$ cat src/rtl/sfx_pkg.sv
`timescale 1ns/1ps
// Shared effect IDs, note record, FSM states and the note ROM for sfx_scheduler.
package sfx_pkg;

   localparam logic [1:0] SFX_FLAP  = 2'd0;
   localparam logic [1:0] SFX_COIN  = 2'd1;
   localparam logic [1:0] SFX_SCORE = 2'd2;
   localparam logic [1:0] SFX_CRASH = 2'd3;

   localparam int unsigned ROM_NOTES = 4;

   typedef struct packed {
      logic [17:0] half_period;
      logic [7:0]  duration;
   } note_t;

   typedef enum logic [1:0] {
      ST_IDLE = 2'd0,
      ST_LOAD = 2'd1,
      ST_PLAY = 2'd2,
      ST_DONE = 2'd3
   } state_t;

   // Half-periods in clk cycles (0 = rest), durations in ms (0 = end of effect).
   localparam note_t NOTE_ROM [4][ROM_NOTES] = '{
      '{'{18'd3, 8'd2}, '{18'd0, 8'd1}, '{18'd5, 8'd2}, '{18'd0, 8'd0}},
      '{'{18'd4, 8'd2}, '{18'd2, 8'd3}, '{18'd0, 8'd0}, '{18'd0, 8'd0}},
      '{'{18'd6, 8'd1}, '{18'd5, 8'd1}, '{18'd4, 8'd1}, '{18'd3, 8'd2}},
      '{'{18'd7, 8'd3}, '{18'd9, 8'd3}, '{18'd0, 8'd0}, '{18'd0, 8'd0}}
   };

   function automatic note_t note_lookup(input logic [1:0] id, input int unsigned idx);
      note_t n;
      n = '0;
      if (idx < ROM_NOTES) begin
         n = NOTE_ROM[id][idx[1:0]];
      end else begin
         n = '0;
      end
      return n;
   endfunction

   function automatic logic [7:0] note_duration(input logic [1:0] id, input int unsigned idx);
      logic [7:0] d;
      d = 8'd0;
      if (idx < ROM_NOTES) begin
         d = NOTE_ROM[id][idx[1:0]].duration;
      end else begin
         d = 8'd0;
      end
      return d;
   endfunction

endpackage

$ cat src/rtl/sfx_tone.sv
`timescale 1ns/1ps
// Square-wave generator: toggles audio every half_period cycles while enabled.
module sfx_tone (
   input  logic        clk,
   input  logic        clr,
   input  logic        load,
   input  logic [17:0] half_period,
   input  logic        enable,
   output logic        audio
);

   logic [17:0] cnt_r;
   logic        audio_r;

   // Half-period counter; load, rests and disabled time hold the output low.
   always_ff @(posedge clk or negedge clr) begin
      if (!clr) begin
         cnt_r   <= 18'd0;
         audio_r <= 1'b0;
      end else if (load || !enable || (half_period == 18'd0)) begin
         cnt_r   <= 18'd0;
         audio_r <= 1'b0;
      end else if (cnt_r == (half_period - 18'd1)) begin
         cnt_r   <= 18'd0;
         audio_r <= ~audio_r;
      end else begin
         cnt_r   <= cnt_r + 18'd1;
      end
   end

   assign audio = audio_r;

endmodule

$ cat src/rtl/sfx_scheduler.sv
`timescale 1ns/1ps
// Sound-effect scheduler: latches requests, plays ROM note sequences by priority.
// Optional build macro SFX_PREEMPT_EN lets a higher-priority request abort the playing effect.
module sfx_scheduler #(
   parameter int TICK_DIV  = 100000,
   parameter int MAX_NOTES = 4
) (
   input  logic       clk,
   input  logic       clr,
   input  logic [3:0] req,
   input  logic       mute,
   output logic [3:0] ack,
   output logic       busy,
   output logic [1:0] active_id,
   output logic       audio
);
   import sfx_pkg::*;

   localparam int TICK_W = (TICK_DIV > 1) ? $clog2(TICK_DIV) : 1;
   localparam int IDX_W  = (MAX_NOTES > 1) ? $clog2(MAX_NOTES) : 1;
   localparam logic [TICK_W-1:0] TICK_LAST = TICK_W'(TICK_DIV - 1);
   localparam logic [IDX_W-1:0]  LAST_IDX  = IDX_W'(MAX_NOTES - 1);

   state_t            state_r;
   logic [3:0]        pending_r;
   logic [3:0]        ack_r;
   logic              busy_r;
   logic [1:0]        active_id_r;
   logic [IDX_W-1:0]  idx_r;
   note_t             note_r;
   logic [7:0]        ms_cnt_r;
   logic [TICK_W-1:0] tick_cnt_r;

   logic [3:0]        eff_pend_s;
   logic [1:0]        sel_id_s;
   logic [3:0]        grant_s;
   logic              preempt_s;
   logic              take_s;
   logic              tick_s;
   logic              last_note_s;
   note_t             cur_note_s;
   logic [7:0]        next_dur_s;
   logic              tone_audio_s;

   // Requests arriving this cycle are visible to the arbiter straight away.
   assign eff_pend_s = pending_r | req;

   // Fixed priority: crash > score > coin > flap.
   always_comb begin
      sel_id_s = SFX_FLAP;
      if (eff_pend_s[3]) begin
         sel_id_s = SFX_CRASH;
      end else if (eff_pend_s[2]) begin
         sel_id_s = SFX_SCORE;
      end else if (eff_pend_s[1]) begin
         sel_id_s = SFX_COIN;
      end else begin
         sel_id_s = SFX_FLAP;
      end
   end

   assign grant_s = 4'b0001 << sel_id_s;

`ifdef SFX_PREEMPT_EN
   assign preempt_s = ((state_r == ST_LOAD) || (state_r == ST_PLAY)) &&
                      (|eff_pend_s) && (sel_id_s > active_id_r);
`else
   assign preempt_s = 1'b0;
`endif

   assign take_s = (((state_r == ST_IDLE) || (state_r == ST_DONE)) && (|eff_pend_s)) || preempt_s;

   assign tick_s      = (tick_cnt_r == TICK_LAST);
   assign cur_note_s  = note_lookup(active_id_r, 32'(idx_r));
   assign next_dur_s  = note_duration(active_id_r, 32'(idx_r) + 32'd1);
   assign last_note_s = (idx_r == LAST_IDX) || (next_dur_s == 8'd0);

   // Free-running ms tick divider, never re-aligned to note starts.
   always_ff @(posedge clk or negedge clr) begin
      if (!clr) begin
         tick_cnt_r <= '0;
      end else if (tick_s) begin
         tick_cnt_r <= '0;
      end else begin
         tick_cnt_r <= tick_cnt_r + TICK_W'(1);
      end
   end

   // Pending latch: the granted bit clears, same-cycle requests still land.
   always_ff @(posedge clk or negedge clr) begin
      if (!clr) begin
         pending_r <= 4'b0000;
      end else if (take_s) begin
         pending_r <= eff_pend_s & ~grant_s;
      end else begin
         pending_r <= eff_pend_s;
      end
   end

   // Sequencing FSM with registered ack/busy/active_id.
   always_ff @(posedge clk or negedge clr) begin
      if (!clr) begin
         state_r     <= ST_IDLE;
         ack_r       <= 4'b0000;
         busy_r      <= 1'b0;
         active_id_r <= 2'd0;
         idx_r       <= '0;
         note_r      <= '0;
         ms_cnt_r    <= 8'd0;
      end else begin
         ack_r <= 4'b0000;
         if (take_s) begin
            ack_r       <= grant_s;
            active_id_r <= sel_id_s;
            idx_r       <= '0;
            ms_cnt_r    <= 8'd0;
            busy_r      <= 1'b1;
            state_r     <= ST_LOAD;
         end else begin
            case (state_r)
               ST_IDLE: begin
                  busy_r <= 1'b0;
               end
               ST_LOAD: begin
                  note_r   <= cur_note_s;
                  ms_cnt_r <= 8'd0;
                  if (cur_note_s.duration == 8'd0) begin
                     state_r <= ST_DONE;
                  end else begin
                     state_r <= ST_PLAY;
                  end
               end
               ST_PLAY: begin
                  if (tick_s) begin
                     if ((ms_cnt_r + 8'd1) >= note_r.duration) begin
                        ms_cnt_r <= 8'd0;
                        if (last_note_s) begin
                           state_r <= ST_DONE;
                        end else begin
                           idx_r   <= idx_r + IDX_W'(1);
                           state_r <= ST_LOAD;
                        end
                     end else begin
                        ms_cnt_r <= ms_cnt_r + 8'd1;
                     end
                  end
               end
               ST_DONE: begin
                  busy_r  <= 1'b0;
                  state_r <= ST_IDLE;
               end
               default: begin
                  busy_r  <= 1'b0;
                  state_r <= ST_IDLE;
               end
            endcase
         end
      end
   end

   sfx_tone u_tone (
      .clk         (clk),
      .clr         (clr),
      .load        (state_r == ST_LOAD),
      .half_period (note_r.half_period),
      .enable      (state_r == ST_PLAY),
      .audio       (tone_audio_s)
   );

   assign ack       = ack_r;
   assign busy      = busy_r;
   assign active_id = active_id_r;
   // Mute only gates the pin; sequencing is untouched.
   assign audio     = tone_audio_s & ~mute;

endmodule

$ cat config.mk
export PLATFORM = sky130hd
export DESIGN_NAME = sfx_scheduler
export DESIGN_NICKNAME = d
export VERILOG_FILES = /design/src/rtl/sfx_pkg.sv /design/src/rtl/sfx_tone.sv /design/src/rtl/sfx_scheduler.sv
export SDC_FILE = /design/constraint.sdc
export NUM_CORES = 1
export LEC_CHECK = 0
export CAP_MARGIN = 25
export CORE_UTILIZATION = 55
export CTS_BUF_LIST = sky130_fd_sc_hd__clkbuf_4 sky130_fd_sc_hd__clkbuf_8 sky130_fd_sc_hd__clkbuf_16
export CTS_CLUSTER_DIAMETER = 40
export CTS_CLUSTER_SIZE = 40
export DETAILED_ROUTE_END_ITERATION = 7
export PLACE_DENSITY = 0.73
export SLEW_MARGIN = 20
export SYNTH_ARGS = -nofsm -noshare
export SYNTH_HDL_FRONTEND = slang
export SYNTH_SLANG_ARGS = --single-unit
$ cat constraint.sdc
create_clock -name clk -period 2.59 [get_ports clk]
set_input_delay 0.3885 -clock clk [delete_from_list [all_inputs] [get_ports clk]]
set_output_delay 0.3885 -clock clk [all_outputs]
set_load 0.005 [all_outputs]
==> results.yml <==
timing:
  worstMarginPinSlew_ns: 0.492
  fin_setup_tns_ns: 0
  hold_viol_final: 0
  slew_headroom: 0.672
  report.final.setup_viol: 0
  final.setup_skew_ns: 0.00756
  period_share: 0.900
  rsz0062_at_grt: "no"
  report.final.slew_viol_count: 0
  final_period_minus_worst_setup_slack_ns: 2.33
  timing.final.ws_setup_ns: 0.260
  hold_ws_ns: 0.00220
  maxClockFrequency_mhz: 429
placement:
  postPlaceCellArea_um2: 3710
  buffer_ports.inserted: 14
  post-place-cells: 442
  placer_congestion: 0.834
  detailedPlacementHpwl_um: 4680
  place_ws_ns: 0.199
die:
  placement_rows: 28
  placeableCoreArea_um2: 5990
  initial_utilization: 0.577
  io-pin-count: 15
  design.die.area_um2: 6610
  die-height_um: 81.3
  dieWidth_um: 81.3
critical_path:
  worst_setup_path_start_kind: "flop"
  worst_ep_arrival_time_ns: 2.59
  timing_worst_setup_path_type: "reg -> reg"
  worst_setup_path_startpoint: "ms_cnt_r[0]"
  endpoint: "state_r[1]"
  critical_path.endpoint_type: "flop"
  crit_path_max_fanout: 6
  ff2ff_setup_slack_ns: 0.26
  r2r_start: "ms_cnt_r[0]"
  worst_r2r_path_depth: 7
  rr_endpoint: "state_r[1]"
  critPathRequiredTime_ns: 2.85
logic_synthesis:
  synthesis.yosys.warnings: 0
  postSynthRegisterBits: 65
  syn-num-nets: 378
  postSynth.asyncResetShare: 1.00
  synth_cell_types: 51
  synth_flop_cell: "sky130_fd_sc_hd__dfrtp_1"
  synth_cells: 352
  mapped_avg_cell_area_um2: 9.83
  synth_enable_flop_cells: 0
  syn_area_um2: 3460
  synth_seq_area_share: 0.470
clocking:
  clk_transition_reported_paths_ns: 0.07
  clock_sinks: 65
  ctsRootBufferMaster: "sky130_fd_sc_hd__clkbuf_8"
  post-cts-setup-buffer-count: 0
  cts_inserted_buffers: 9
  holdBufCountCts: 0
  tritoncts: "built"
  cts_max_path_buffers: 2
  clk_latency_ns: 0.34
  htreeDepth: 3
  post_cts.resized_instances: 0
final_layout:
  area_growth_syn_to_layout_pct: 14.5
  nNetsFinal: 404
  final_cell_count_no_fill: 458
  final_cell_mix: "sky130_fd_sc_hd__dfrtp_1, sky130_fd_sc_hd__nor2_1, sky130_fd_sc_hd__nand2_1, sky130_fd_sc_hd__nand3_1, sky130_fd_sc_hd__xor2_1"
  num_antenna_cells: 0
  final_area_um2: 3960
  layout.cells.most_common: "sky130_fd_sc_hd__dfrtp_1"
  postLayoutCoreUtil: 0.661
  layout-drive-gt1-share: 0.0966
detailed_routing:
  wl_per_cell_um: 14.4
  vias: 2582
  route.antenna.remaining_nets: 0
  drc_errors_left: 0
  drt_pre_antenna_iters: 4
  dr.first_iter.drc_count: 127
  totalWireLength_um: 6580
  vias_per_cell: 5.64
global_routing:
  first_global_vias: 2538
  grt.overflow.total: 0
  global_route_wire_length_before_repair_um: 11500
  pin_count_of_the_biggest_net_entering_global_routing: 27
  global_router_s_overall_resource_usage: 0.231
  antenna_violations_before_repair: 0
power_and_ir_drop:
  worst_ir_drop_vdd_mv: 0.544
  p_total_mw: 3.40
  power-per-cell-area_nw_per_um2: 857
  p_leak_nw: 1.73
flow_run:
  max_cap_viol_count: 0
min_path:
  hold_class: "in -> async"
status:
  run_status: "complete, no violations"
power by group:
group          switching, mW  internal, mW
clock network          0.410         0.669
registers              0.107          1.13
logic                  0.588         0.492
total                   1.11          2.29
state kept, by name, summed over array words and instances, names as in the netlist:
| name | count |
|---|---|
| ms_cnt_r | 8 |
| busy | 1 |
| pending_r | 4 |
| u_tone.cnt_r | 18 |
| ack | 4 |
| idx_r | 2 |
| state_r | 2 |
| note_r | 6 |
| active_id | 2 |
| tick_cnt_r | 17 |
| u_tone.audio | 1 |
synthesized netlist by cell type (all sizes together), types with 2 or more instances:
cell | n | area [um2]
dfrtp | 65 | 1630
nor2 | 49 | 184
nand3 | 25 | 130
nand2 | 24 | 90.1
xor2 | 22 | 193
ha | 19 | 238
xnor2 | 15 | 131
inv | 13 | 48.8
a21oi | 11 | 55.1
nand4 | 11 | 68.8
o21ai | 10 | 50.1
and2 | 9 | 56.3
nor3 | 8 | 40.0
and3 | 7 | 45.1
nor2b | 7 | 43.8
a211oi | 5 | 47.5
nor4 | 5 | 31.3
clkbuf | 4 | 15.0
and4 | 3 | 26.3
nand2b | 3 | 18.8
or3 | 3 | 23.8
or4 | 3 | 22.5
a221oi | 2 | 23.8
a31oi | 2 | 12.5
buf | 2 | 16.3
mux2 | 2 | 22.5
nand3b | 2 | 15.0
o21a | 2 | 15.0
o22a | 2 | 17.5
o22ai | 2 | 12.5
or3b | 2 | 17.5
per-layer routing:
metal  GRT usage  routed length, um  up-vias
li1            -                  -     1283
met1       0.319               3220     1238
met2       0.355               3030       49
met3      0.0337                220       12
met4       0.111                104        0
met5           0                  0        -
worst min-delay path by stage:
stage,from,endpoint,slack (ns),depth (start not counted)
final,clr,note_r[9],0.002,1
after CTS,clr,note_r[11],0.01,1
after global placement,clr,note_r[9],0.38,1
after floorplan,clr,ack[0],0.09,0
after global routing,clr,note_r[9],0.04,1
after detailed placement,clr,note_r[11],0.38,1
cell type report:
type                       count  area, um2
clock inverter                 6        115
sequential                    65       1630
multi-input combinational    268       1750
inverter                      13       48.8
timing repair buffer          21        188
clock buffer                  10        138
tap                           75       93.8
fill                         469       2030
logic make-up (layout without fill, tap and decap cells):
| group | Yosys count | after routing | share of synthesized area |
|---|---|---|---|
| flops | 65 | 65 | 0.470 |
| simple gates | 164 | 164 | 0.242 |
| compound gates | 45 | 45 | 0.0926 |
| fa+ha+maj | 19 | 19 | 0.0687 |
| mux | 3 | 3 | 0.00940 |
| xor+xnor | 37 | 37 | 0.0937 |
| buf+inv | 19 | 50 | 0.0231 |
worst max-delay path, stage by stage (launching register included):
cell	delay, ns
sky130_fd_sc_hd__dfrtp_1	0.44
sky130_fd_sc_hd__ha_1	0.34
sky130_fd_sc_hd__ha_1	0.27
sky130_fd_sc_hd__a221oi_1	0.31
sky130_fd_sc_hd__nand4_1	0.21
sky130_fd_sc_hd__a211oi_2	0.33
sky130_fd_sc_hd__or3_4	0.19
sky130_fd_sc_hd__mux2i_1	0.16
Note: power is estimated with default switching activity, not from simulation.
